--- config.mk ---
export PLATFORM = sky130hd
export DESIGN_NAME = phase_sequencer_flat
export DESIGN_NICKNAME = d
export VERILOG_FILES = /design/src/rtl/phase_sequencer_pkg.sv /design/src/rtl/phase_sequencer_if.sv /design/src/rtl/phase_sequencer_branch_cond_eval.sv /design/src/rtl/phase_sequencer.sv /design/src/flat_wrapper.sv
export SDC_FILE = /design/constraint.sdc
export NUM_CORES = 1
export LEC_CHECK = 0
export BUFFER_PORTS_ARGS = -buffer_cell sky130_fd_sc_hd__buf_2
export CORE_UTILIZATION = 47
export DETAILED_ROUTE_END_ITERATION = 10
export PLACE_DENSITY = 0.77
export SLEW_MARGIN = 20
export SYNTH_ARGS = -nofsm -noshare
export SYNTH_HDL_FRONTEND = slang
export SYNTH_SLANG_ARGS = --single-unit
--- constraint.sdc ---
create_clock -name CLOCK -period 2.22 [get_ports CLOCK]
set_clock_uncertainty 0.1 [all_clocks]
set_input_delay 0.222 -clock CLOCK [delete_from_list [all_inputs] [get_ports CLOCK]]
set_output_delay 0.222 -clock CLOCK [all_outputs]
set_load 0.01 [all_outputs]
--- src/rtl/phase_sequencer_pkg.sv ---
// Shared definitions for the phase sequencer: state encodings, opcode fields
// and instruction-decode helpers.
package phase_sequencer_pkg;

   typedef enum logic [2:0] {
      ST_STOP = 3'd0,
      ST_P1   = 3'd1,
      ST_P2   = 3'd2,
      ST_P3   = 3'd3,
      ST_P4   = 3'd4,
      ST_P5   = 3'd5,
      ST_HALT = 3'd6
   } seq_state_t;

   localparam logic [1:0] OP_ALU  = 2'b11;
   localparam logic [4:0] OP_B    = 5'b10100;
   localparam logic [4:0] OP_BCC  = 5'b10111;
   localparam logic [3:0] FN_HLT  = 4'b1111;

   localparam logic [2:0] COND_BE  = 3'b000;
   localparam logic [2:0] COND_BLT = 3'b001;
   localparam logic [2:0] COND_BLE = 3'b010;
   localparam logic [2:0] COND_BNE = 3'b011;

   function automatic logic [4:0] phase_onehot(input seq_state_t st);
      logic [4:0] oh;
      case (st)
         ST_P1:   oh = 5'b00001;
         ST_P2:   oh = 5'b00010;
         ST_P3:   oh = 5'b00100;
         ST_P4:   oh = 5'b01000;
         ST_P5:   oh = 5'b10000;
         default: oh = 5'b00000;
      endcase
      return oh;
   endfunction

   // HLT is an ALU-class instruction whose function field is all ones
   function automatic logic is_hlt(input logic [1:0] op, input logic [3:0] fn);
      return (op == OP_ALU) && (fn == FN_HLT);
   endfunction

endpackage

--- src/rtl/phase_sequencer_if.sv ---
// Control/status bundle between the core front panel/datapath and the phase sequencer.
// STEP exists only when SINGLE_STEP_EN is defined.
interface phase_sequencer_if;
`ifdef SINGLE_STEP_EN
   logic        STEP;
`endif
   logic        EXEC;
   logic [15:0] COMMAND;
   logic [3:0]  SZCV;
   logic [4:0]  phase;
   logic        running;
   logic        halted;
   logic        ir_load;
   logic        pc_inc;
   logic        pc_load;
   logic        branch_taken;

   modport master (
`ifdef SINGLE_STEP_EN
      output STEP,
`endif
      output EXEC, COMMAND, SZCV,
      input  phase, running, halted, ir_load, pc_inc, pc_load, branch_taken
   );

   modport slave (
`ifdef SINGLE_STEP_EN
      input  STEP,
`endif
      input  EXEC, COMMAND, SZCV,
      output phase, running, halted, ir_load, pc_inc, pc_load, branch_taken
   );

endinterface

--- src/rtl/phase_sequencer_branch_cond_eval.sv ---
// Conditional-branch evaluator: maps the condition code and {S,Z,C,V} flags to taken.
module branch_cond_eval
   import phase_sequencer_pkg::*;
(
   input  logic [2:0] cond,
   input  logic [3:0] szcv,
   output logic       taken
);

   logic s_flag;
   logic z_flag;
   logic v_flag;
   logic unused_c_flag;

   assign s_flag        = szcv[3];
   assign z_flag        = szcv[2];
   assign unused_c_flag = szcv[1];
   assign v_flag        = szcv[0];

   // Condition select
   always_comb begin
      taken = 1'b0;
      case (cond)
         COND_BE:  taken = z_flag;
         COND_BLT: taken = s_flag ^ v_flag;
         COND_BLE: taken = z_flag | (s_flag ^ v_flag);
         COND_BNE: taken = ~z_flag;
         default:  taken = 1'b0;
      endcase
   end

endmodule

--- src/rtl/phase_sequencer.sv ---
// Five-phase instruction sequencer with EXEC run/stop, HLT retirement and branch resolution.
// Optional single-step input enabled by defining SINGLE_STEP_EN.
module phase_sequencer
   import phase_sequencer_pkg::*;
#(
   parameter int unsigned MEM_WAIT = 0
)(
   input logic CLOCK,
   input logic RESET,
   phase_sequencer_if.slave bus
);

   localparam logic [3:0] WAIT_INIT = 4'(MEM_WAIT);

   seq_state_t state_r, state_s;
   logic [3:0] wait_cnt_r, wait_cnt_s;
   logic       exec_q_r, exec_rise_s;
   logic       stop_pend_r, stop_pend_s;
   logic       hlt_pend_r, hlt_pend_s;
   logic       branch_taken_r, branch_taken_s;
   logic [4:0] phase_r;
   logic       running_r, halted_r;
   logic       cond_taken_s, taken_s, in_run_s, step_go_s;
   logic       unused_cmd_bits;

   assign exec_rise_s     = bus.EXEC & ~exec_q_r;
   assign in_run_s        = (state_r >= ST_P1) && (state_r <= ST_P5);
   assign unused_cmd_bits = ^bus.COMMAND[3:0];

`ifdef SINGLE_STEP_EN
   logic step_q_r;
   // A simultaneous EXEC rise wins, so a step only counts when EXEC did not rise
   assign step_go_s = (state_r == ST_STOP) & bus.STEP & ~step_q_r & ~exec_rise_s;

   // STEP edge-detect history
   always_ff @(posedge CLOCK) begin
      if (RESET) step_q_r <= 1'b0;
      else       step_q_r <= bus.STEP;
   end
`else
   assign step_go_s = 1'b0;
`endif

   branch_cond_eval u_cond (
      .cond  (bus.COMMAND[10:8]),
      .szcv  (bus.SZCV),
      .taken (cond_taken_s)
   );

   // Opcode-level branch decision
   always_comb begin
      taken_s = 1'b0;
      if (bus.COMMAND[15:11] == OP_B)        taken_s = 1'b1;
      else if (bus.COMMAND[15:11] == OP_BCC) taken_s = cond_taken_s;
      else                                   taken_s = 1'b0;
   end

   // Next-state logic and pending-flag updates
   always_comb begin
      state_s    = state_r;
      wait_cnt_s = wait_cnt_r;
      case (state_r)
         ST_STOP: state_s = (exec_rise_s | step_go_s) ? ST_P1 : ST_STOP;
         ST_P1:   state_s = ST_P2;
         ST_P2:   state_s = ST_P3;
         ST_P3: begin
            state_s    = ST_P4;
            wait_cnt_s = WAIT_INIT;
         end
         ST_P4: begin
            if (wait_cnt_r != 4'd0) begin
               wait_cnt_s = wait_cnt_r - 4'd1;
               state_s    = ST_P4;
            end else begin
               state_s    = ST_P5;
            end
         end
         ST_P5: begin
            if (hlt_pend_r)                       state_s = ST_HALT;
            else if (stop_pend_r | exec_rise_s)   state_s = ST_STOP;
            else                                  state_s = ST_P1;
         end
         ST_HALT: state_s = ST_HALT;
         default: state_s = ST_STOP;
      endcase

      if (state_s == ST_STOP)                        stop_pend_s = 1'b0;
      else if ((in_run_s & exec_rise_s) | step_go_s) stop_pend_s = 1'b1;
      else                                           stop_pend_s = stop_pend_r;

      if (state_s == ST_P1)                          hlt_pend_s = 1'b0;
      else if ((state_r == ST_P2) && is_hlt(bus.COMMAND[15:14], bus.COMMAND[7:4]))
                                                     hlt_pend_s = 1'b1;
      else                                           hlt_pend_s = hlt_pend_r;

      if (state_s == ST_P1)                          branch_taken_s = 1'b0;
      else if (state_r == ST_P3)                     branch_taken_s = taken_s;
      else                                           branch_taken_s = branch_taken_r;
   end

   // State and status registers; status mirrors the state being entered
   always_ff @(posedge CLOCK) begin
      if (RESET) begin
         state_r        <= ST_STOP;
         wait_cnt_r     <= 4'd0;
         exec_q_r       <= 1'b0;
         stop_pend_r    <= 1'b0;
         hlt_pend_r     <= 1'b0;
         branch_taken_r <= 1'b0;
         phase_r        <= 5'b00000;
         running_r      <= 1'b0;
         halted_r       <= 1'b0;
      end else begin
         state_r        <= state_s;
         wait_cnt_r     <= wait_cnt_s;
         exec_q_r       <= bus.EXEC;
         stop_pend_r    <= stop_pend_s;
         hlt_pend_r     <= hlt_pend_s;
         branch_taken_r <= branch_taken_s;
         phase_r        <= phase_onehot(state_s);
         running_r      <= (state_s >= ST_P1) && (state_s <= ST_P5);
         halted_r       <= (state_s == ST_HALT);
      end
   end

   assign bus.phase        = phase_r;
   assign bus.running      = running_r;
   assign bus.halted       = halted_r;
   assign bus.branch_taken = branch_taken_r;
   // Strobes are masked during reset so an aborted instruction emits nothing
   assign bus.ir_load      = (state_r == ST_P1) & ~RESET;
   assign bus.pc_inc       = (state_r == ST_P1) & ~RESET;
   assign bus.pc_load      = (state_r == ST_P5) & branch_taken_r & ~RESET;

endmodule
--- src/flat_wrapper.sv ---
// flat-port wrapper written by rule: the top's interface ports become plain ports
module phase_sequencer_flat import phase_sequencer_pkg::*;
#(
   parameter int unsigned MEM_WAIT = 0
)
  (CLOCK, RESET, bus_EXEC, bus_COMMAND, bus_SZCV, bus_phase, bus_running, bus_halted, bus_ir_load, bus_pc_inc, bus_pc_load, bus_branch_taken);
  phase_sequencer_if bus_i ();
  input logic CLOCK;
  input logic RESET;
  input wire logic [$bits(bus_i.EXEC)-1:0] bus_EXEC;
  input wire logic [$bits(bus_i.COMMAND)-1:0] bus_COMMAND;
  input wire logic [$bits(bus_i.SZCV)-1:0] bus_SZCV;
  output wire logic [$bits(bus_i.phase)-1:0] bus_phase;
  output wire logic [$bits(bus_i.running)-1:0] bus_running;
  output wire logic [$bits(bus_i.halted)-1:0] bus_halted;
  output wire logic [$bits(bus_i.ir_load)-1:0] bus_ir_load;
  output wire logic [$bits(bus_i.pc_inc)-1:0] bus_pc_inc;
  output wire logic [$bits(bus_i.pc_load)-1:0] bus_pc_load;
  output wire logic [$bits(bus_i.branch_taken)-1:0] bus_branch_taken;
  assign bus_i.EXEC = bus_EXEC;
  assign bus_i.COMMAND = bus_COMMAND;
  assign bus_i.SZCV = bus_SZCV;
  assign bus_phase = bus_i.phase;
  assign bus_running = bus_i.running;
  assign bus_halted = bus_i.halted;
  assign bus_ir_load = bus_i.ir_load;
  assign bus_pc_inc = bus_i.pc_inc;
  assign bus_pc_load = bus_i.pc_load;
  assign bus_branch_taken = bus_i.branch_taken;
  phase_sequencer #(.MEM_WAIT(MEM_WAIT)) u_core (.CLOCK(CLOCK), .RESET(RESET), .bus(bus_i));
endmodule
==> results of run 1 <==
-- where the power goes --
| part | switching [W] | internal (W) |
|---|---|---|
| combinational | 0.0000669 | 0.0000558 |
| sequential | 0.0000116 | 0.000337 |
| clock | 0.0000932 | 0.0000631 |
| total | 0.000172 | 0.000456 |
-- layer usage --
metal / share of wire / vias to the layer above / wire length (um) / GRT usage
li1: - / 439 / - / -
met1: 0.42 / 387 / 776 / 0.221
met2: 0.49 / 27 / 899 / 0.337
met3: 0.058 / 4 / 106 / 0.0556
met4: 0.024 / 0 / 44 / 0.124
met5: 0 / - / 0 / 0
-- area by class of cell --
class,instances,area share
timing repair buffer,30,0.143
multi-input combinational,78,0.458
clock buffer,3,0.0208
inverter,5,0.0173
tap,25,0.0288
sequential,18,0.332
-- path summary, 6_finish.rpt --
check	endpoint	slack [ns]	start	cells after the start
hold reg to reg	u_core.wait_cnt_r[1]	0.37	u_core.wait_cnt_r[1]	2
setup reg to reg	u_core.wait_cnt_r[3]	0.42	u_core.state_r[1]	4
setup / recovery	u_core.wait_cnt_r[3]	0.42	u_core.state_r[1]	4
hold / removal	u_core.exec_q_r	0.05	bus_EXEC	2
-- state kept, by name (all words and copies together) (netlist names) --
signal / cells
u_core.bus.branch_taken: 1
u_core.bus.phase: 5
u_core.stop_pend_r: 1
u_core.hlt_pend_r: 1
u_core.wait_cnt_r: 4
u_core.exec_q_r: 1
u_core.bus.running: 1
u_core.bus.halted: 1
u_core.state_r: 3
-- metrics by stage --
step	hold slack, ns	total power, W	cell area (sq um)	setup WS (ns)	util
3_3_place_gp	0.345	0.000475	1060	0.476	0.602
2_1_floorplan	0.250	0.000439	902	0.574	-
3_5_place_dp	0.355	0.000479	1060	0.445	0.602
5_1_grt	0.0675	0.000666	1080	0.318	0.615
4_1_cts	0.0508	0.000633	1080	0.436	0.615
6_report	0.0536	0.000628	1080	0.423	0.615
-- layout by cell type (no fill, tap or decap), types with 2 or more instances in the layout --
cell type	count
buf_2	28
dfxtp_1	18
a21oi_1	11
nand2b_1	7
nand2_1	7
nor2_1	7
nor3_1	6
inv_1	5
o21ai_0	4
nor2b_1	3
a31oi_1	3
a211oi_1	3
or3_1	3
clkbuf_4	3
nor4b_1	2
nor3b_1	2
nand3b_1	2
nand4b_1	2
nor4_1	2
buf_4	2
-- cell usage after synthesis, types with 2 or more instances --
cell      instances
dfxtp_1          18
nor3b_1           2
nor2b_1           3
or3_1             3
nand4b_1          2
inv_1             5
a211oi_1          3
nor3_1            6
a21oi_1          11
a31oi_1           3
nor4_1            2
clkbuf_1          3
nand2_1           7
nor4b_1           2
nand2b_1          7
nand3b_1          2
o21ai_0           4
buf_1             2
nor2_1            7
-- cells by family after synthesis --
kind of cell	synth area share
buffers and inverters	0.0499
AND/OR/NAND/NOR	0.325
adder cells (fa/ha/maj)	0.0139
flip-flops	0.399
AO/OA/AOI/OAI	0.203
XOR/XNOR	0.00971
==> qor.csv, run 1 <==
metric;value;unit
timing.slew.headroom;0.705;
cts_tree;yes;
total_leakage_power;0.443;nW
avgSynthCellArea;8.43;sq um
gp_congestion;0.780;
tritoncts.num_buffers;3;
maxCapViolCount;0;
finalHoldViolCount;0;
vdd.ir_drop.worst;0.474;mV
multi_input_area;497;sq um
grt_pass1_vias;739;
dieArea;0.00210;sq mm
cp.arrival;1.93;ns
instances_no_fill;159;
drtAntennaViolNets;0;
area_growth;20.2;%
yosysSeqAreaShare;0.399;
cp.required;2.35;ns
synth_cell_types;34;
cts_sinks;18;
synth_edf_count;0;
fin_setup_tns;0;ns
ctsResizeCount;0;
layout-drive-gt1-share;0.261;
yosys_warnings;0;
ys_ff_latch;18;
critPathMaxFanout;15;
setup_viol;0;
async_reset_ff_frac;0;
cts-hold-fix-buffers;0;
rows;15;
grt_pass1_wl;2900;um
syn_nets;131;
cts_setup_buffers;0;
crit_family;simple AND/OR/NAND/NOR gates;
n_fill_cell;177;
clockBufferDepth;2;
outcome;complete, no violations;
ios;34;
die_x;45.8;um
endpoint_kind;flop;
synthTopCellsByArea;dfxtp_1 40%, a21oi_1 6.1%, nand2b_1 4.9%, nor3_1 3.3%, a2111oi_4 3.1%;
wl_per_cell;11.5;um
synthCells;107;
vias_per_cell;5.39;
antenna_found_initial;0;
synth_top_cell_area_share;0.399;
die_h;45.8;um
drv_slew;0;
placed_cells;156;
power_density;578;mW/mm^2
clock.fmax;0.556;GHz
post-route-period-util;0.809;
crit_buf_inv;0;
drc;0;
port_buffers;28;
root_buffer;clkbuf_4;
antenna_cells;0;
yosys_most_used_dff;dfxtp_1;
cp_slowest_stage_delay;0.47;ns
path_cells;or3b_1 > o21a_1 > or3_1 > a21oi_1;
clock_latency;0.29;ns
worst_pin_slew;0.441;ns
regArea;360;sq um
core;0.00176;sq mm
rsz0062_at_grt;false;
grt.overflow.total;0;
crit_slowest_cell;or3b_1;
finalWirelength;1830;um
path_class;flop to flop;
clk_pin_slew;0.10;ns
grt.total_usage;0.200;
hold_class;input pin to flop;
synth_top_cell_by_area;dfxtp_1;
hpwl;1400;um
start_kind;flop;
vias;857;
finalCriticalPeriod;1.80;ns
grt_max_degree;20;
cts_max_level;1;
dr.pass1.iters;4;
synth_area;902;sq um
layout.nets;160;
drtIter0Drc;14;
start_util;0.511;
(Power assumes the default switching activity.)
==> run 2: changes to the inputs <==
CORE_UTILIZATION = 42   (was 47)
PLACE_DENSITY = 0.73   (was 0.77)
clock period = 1.5 ns   (was 2.22 ns; I/O delays follow)
==> run 2 against run 1 <==
  * The flow now finishes with violations (setup timing)
  * Routed wire length is 22% higher
  * Sequential cell count stayed put
  * Final area is 24% higher
  * Die area is 11% higher
  * Total power is 71% higher
  * First-iteration DRC count is 140% higher
  * Critical path depth stayed put
  * Largest cell class unchanged
==> qor.csv, run 2 (synthesis gave the netlist of run 1 again) <==
metric;value;unit
grt.overflow.total;0;
wl_per_cell;12.3;um
clockBufferDepth;2;
finalHoldViolCount;0;
preCtsSetupSlack;-0.0926;ns
p_total;0.00107;W
largest_reg_flops;5;
die_h;48.3;um
cp.required;1.59;ns
power_density;800;mW/mm^2
grt.total_usage;0.203;
dr.pass1.iters;4;
cts_tree;yes;
finalWirelength;2230;um
clock_latency;0.29;ns
vias_per_cell;5.31;
vdd.ir_drop.worst;0.565;mV
root_buffer;clkbuf_4;
grt_max_degree;20;
finalCriticalPeriod;1.63;ns
die_x;48.3;um
fin_util;0.676;
cp.arrival;1.73;ns
drtAntennaViolNets;0;
antenna_found_initial;0;
clk_pin_slew;0.10;ns
area_growth;48.5;%
start_util;0.455;
grt_pass1_wl;3790;um
total_leakage_power;0.566;nW
port_buffers;28;
rows;16;
violations;setup timing;
layout.nets;179;
ios;34;
setup_slack;-0.133;ns
tritoncts.num_buffers;3;
worst_pin_slew;0.408;ns
endpoint_kind;flop;
timing.slew.headroom;0.728;
gp_congestion;0.790;
n_fill_cell;167;
drc;0;
clock.fmax;0.612;GHz
rsz0062_at_grt;true;
hpwl;1580;um
cts_sinks;18;
grt_pass1_vias;897;
drtIter0Drc;33;
cts_max_level;1;
dieArea;0.00234;sq mm
layout-drive-gt1-share;0.474;
final_cell_mix;28 x buf_2, 17 x buf_4, 13 x dfxtp_1;
vias;962;
path_class;flop to flop;
final_common_cell;buf_2;
drv_slew;0;
setup_viol;14;
fin_setup_tns;-1.13;ns
start_kind;flop;
hold_class;input pin to flop;
outcome;finished, violations left;
critPathMaxFanout;6;
core;0.00198;sq mm
antenna_cells;0;
maxCapViolCount;0;
post-route-period-util;1.09;
[run 2: changes by cell type in the layout (fill, tap and decap cells not counted), sizes merged]
| cell | before | now |
|---|---|---|
| buf | 30 | 48 |
| clkbuf | 3 | 4 |
| dlygate4sd3 | 0 | 1 |
[run 2: worst paths after layout]
check                                     startpoint                       to  slack, ns  depth (start not counted)
worst min-delay path                 bus_COMMAND[10]  u_core.bus.branch_taken       0.06                          4
worst max register to register     u_core.state_r[2]      u_core.bus.phase[2]      -0.13                          4
worst min register to register  u_core.wait_cnt_r[2]     u_core.wait_cnt_r[2]       0.44                          2
worst max-delay path               u_core.state_r[2]      u_core.bus.phase[2]      -0.13                          4
[run 2: power breakdown]
part	internal (W)	total (W)	switching (W)
clock	0.000148	0.000297	0.000149
sequential	0.000500	0.000515	0.0000153
combinational	0.000129	0.000259	0.000131
total	0.000777	0.00107	0.000295
[run 2: worst max-delay path: stages, from the launching register on]
cell	delay [ns]
dfxtp_2	0.39
nand2_2	0.08
or4b_4	0.54
and3_4	0.22
a2111oi_4	0.20
[run 2: repair_timing]
action                                  4_1_cts  5_1_grt
gates cloned                                  0        0
endpoints found under the hold margin         1        0
pin swaps                                     3        4
buffers inserted                              3        2
hold buffers                                  1        0
resized for setup                            10       11
endpoints found under the setup margin       13       14
[run 2: per-layer routing]
layer  share of wire  up-vias  global-route usage
li1                -      479                   -
met1            0.44      443               0.256
met2            0.50       36               0.357
met3           0.049        4              0.0283
met4          0.0085        0              0.0588
met5               0        -                   0
[run 2: cell type report]
cell class / count / area [sq um] / share of cell area
Clock buffer: 4 / 36.3 / 0.0271
Inverter: 5 / 18.8 / 0.0140
Multi-Input combinational cell: 78 / 568 / 0.424
Sequential cell: 18 / 372 / 0.277
Tap cell: 27 / 33.8 / 0.0252
Timing Repair Buffer: 49 / 312 / 0.232
[run 2: through the flow]
stage | cell area (sq um) | hold slack [ns] | cells
floorplan | 920 | 0.178 | 107
global placement | 1180 | 0.278 | 171
detailed placement | 1180 | 0.308 | 171
CTS | 1280 | 0.0493 | 179
global route | 1340 | 0.0682 | 181
finish | 1340 | 0.0629 | 181
==> run 3: changes to the inputs <==
ABC_CLOCK_PERIOD_IN_PS = 1500   (was unset)
BUFFER_PORTS_ARGS = -buffer_cell sky130_fd_sc_hd__clkbuf_2   (was -buffer_cell sky130_fd_sc_hd__buf_2)
==> run 3 against run 2 <==
  * The run still ends with setup timing left
  * Global-route usage up 1.7 points
  * Clock power fell by 16%
  * Largest power group unchanged
  * Cell count is 1.1% higher
  * Sequential share of layout area fell by 1.7 points
  * Sequential cell count unchanged
  * Non-clock buffer count is 3 higher
  * Maximum frequency is 0.19% higher
  * Die area stayed put
  * Total power down 0.24%
  * Register-to-register slack barely moved
  * First-iteration DRC count is 6.1% lower
  * Via count is 7.9% higher
==> qor.csv, run 3 (synthesis gave the netlist of run 1 again) <==
metric;value;unit
rsz0062_at_grt;true;
area_growth;55.3;%
root_buffer;clkbuf_4;
vias;1038;
dieArea;0.00234;sq mm
drv_slew;0;
final_common_cell;clkbuf_2;
worst_pin_slew;0.351;ns
timing.slew.headroom;0.765;
finalWirelength;2630;um
ios;34;
instances_no_fill;183;
drtAntennaViolNets;0;
stdcell_area;0.00140;sq mm
clk_pin_slew;0.11;ns
layout.nets;182;
antenna_found_initial;0;
cp.required;1.64;ns
placed_cells;174;
clock_latency;0.31;ns
drtIter0Drc;31;
cts_sinks;18;
drc;0;
clockBufferDepth;2;
fin_util;0.707;
wl_per_cell;14.4;um
tritoncts.num_buffers;3;
die_h;48.3;um
port_buffers;28;
start_kind;flop;
largest_reg_flops;5;
setup_viol;14;
grt.overflow.total;0;
layout-drive-gt1-share;0.513;
path_class;flop to flop;
vias_per_cell;5.67;
post-route-period-util;1.09;
grt.total_usage;0.219;
timing.hold.ws;0.0719;ns
endpoint_kind;flop;
setup_slack;-0.130;ns
grt_pass1_wl;4010;um
gp_congestion;0.800;
violations;setup timing;
rows;16;
place_area;0.00120;sq mm
finalHoldViolCount;0;
start_util;0.455;
core;0.00198;sq mm
dr.pass1.iters;4;
cts_tree;yes;
outcome;finished, violations left;
p_total;0.00107;W
total_leakage_power;0.590;nW
final_cell_mix;25 x clkbuf_2, 20 x buf_4, 14 x dfxtp_1;
cp.arrival;1.77;ns
hold_class;input pin to flop;
vdd.ir_drop.worst;0.695;mV
clock.fmax;0.614;GHz
hpwl;1660;um
grt_pass1_vias;974;
maxCapViolCount;0;
power_density;763;mW/mm^2
die_x;48.3;um
finalCriticalPeriod;1.63;ns
critPathMaxFanout;4;
cts_max_level;1;
antenna_cells;0;
grt_max_degree;13;
-- run 3: worst paths after layout --
check	from	endpoint	slack [ns]	cells after the start
worst max register to register	u_core.state_r[2]	u_core.wait_cnt_r[3]	-0.13	4
worst max-delay path	u_core.state_r[2]	u_core.wait_cnt_r[3]	-0.13	4
worst min-delay path	bus_COMMAND[10]	u_core.bus.branch_taken	0.07	4
worst min register to register	u_core.wait_cnt_r[2]	u_core.wait_cnt_r[2]	0.43	2
-- run 3: routing by layer --
metal  GRT usage  vias up  wire (um)
met4       0.108        0        114
met3      0.0346       16        166
met1       0.245      486       1070
li1            -      484          -
met5           0        -          0
met2       0.401       52       1280
-- run 3: repair_timing --
| action | CTS | global route |
|---|---|---|
| pin swaps | 5 | 4 |
| hold endpoints to repair | 1 | 0 |
| endpoints found under the setup margin | 13 | 15 |
| hold buffers | 1 | 0 |
| resized for setup | 17 | 16 |
| setup buffers | 5 | 0 |
-- run 3: final cells by class --
cell class | count | area [sq um]
multi-input combinational | 78 | 618
fill | 139 | 581
sequential | 18 | 365
timing repair buffer | 52 | 343
tap | 27 | 33.8
clock buffer | 3 | 22.5
inverter | 5 | 18.8
-- run 3: critical path: stages, from the launching register on --
cell     delay (ns)
dfxtp_2        0.38
or3b_4         0.40
o21a_1         0.23
or3_4          0.34
a21oi_2        0.11
-- run 3: where the power goes --
part | internal (W) | leakage [nW] | switching [W] | total (W)
Combinational | 0.000147 | 0.429 | 0.000157 | 0.000305
Sequential | 0.000500 | 0.148 | 0.0000166 | 0.000517
Clock | 0.0000938 | 0.0138 | 0.000154 | 0.000248
-- run 3: metrics by stage --
step	setup TNS [ns]	setup WS, ns
finish	-0.985	-0.130
global route	-1.53	-0.157
CTS	-0.344	-0.0624
detailed placement	-0.434	-0.101
global placement	-0.132	-0.0302
floorplan	-0.0338	-0.0175
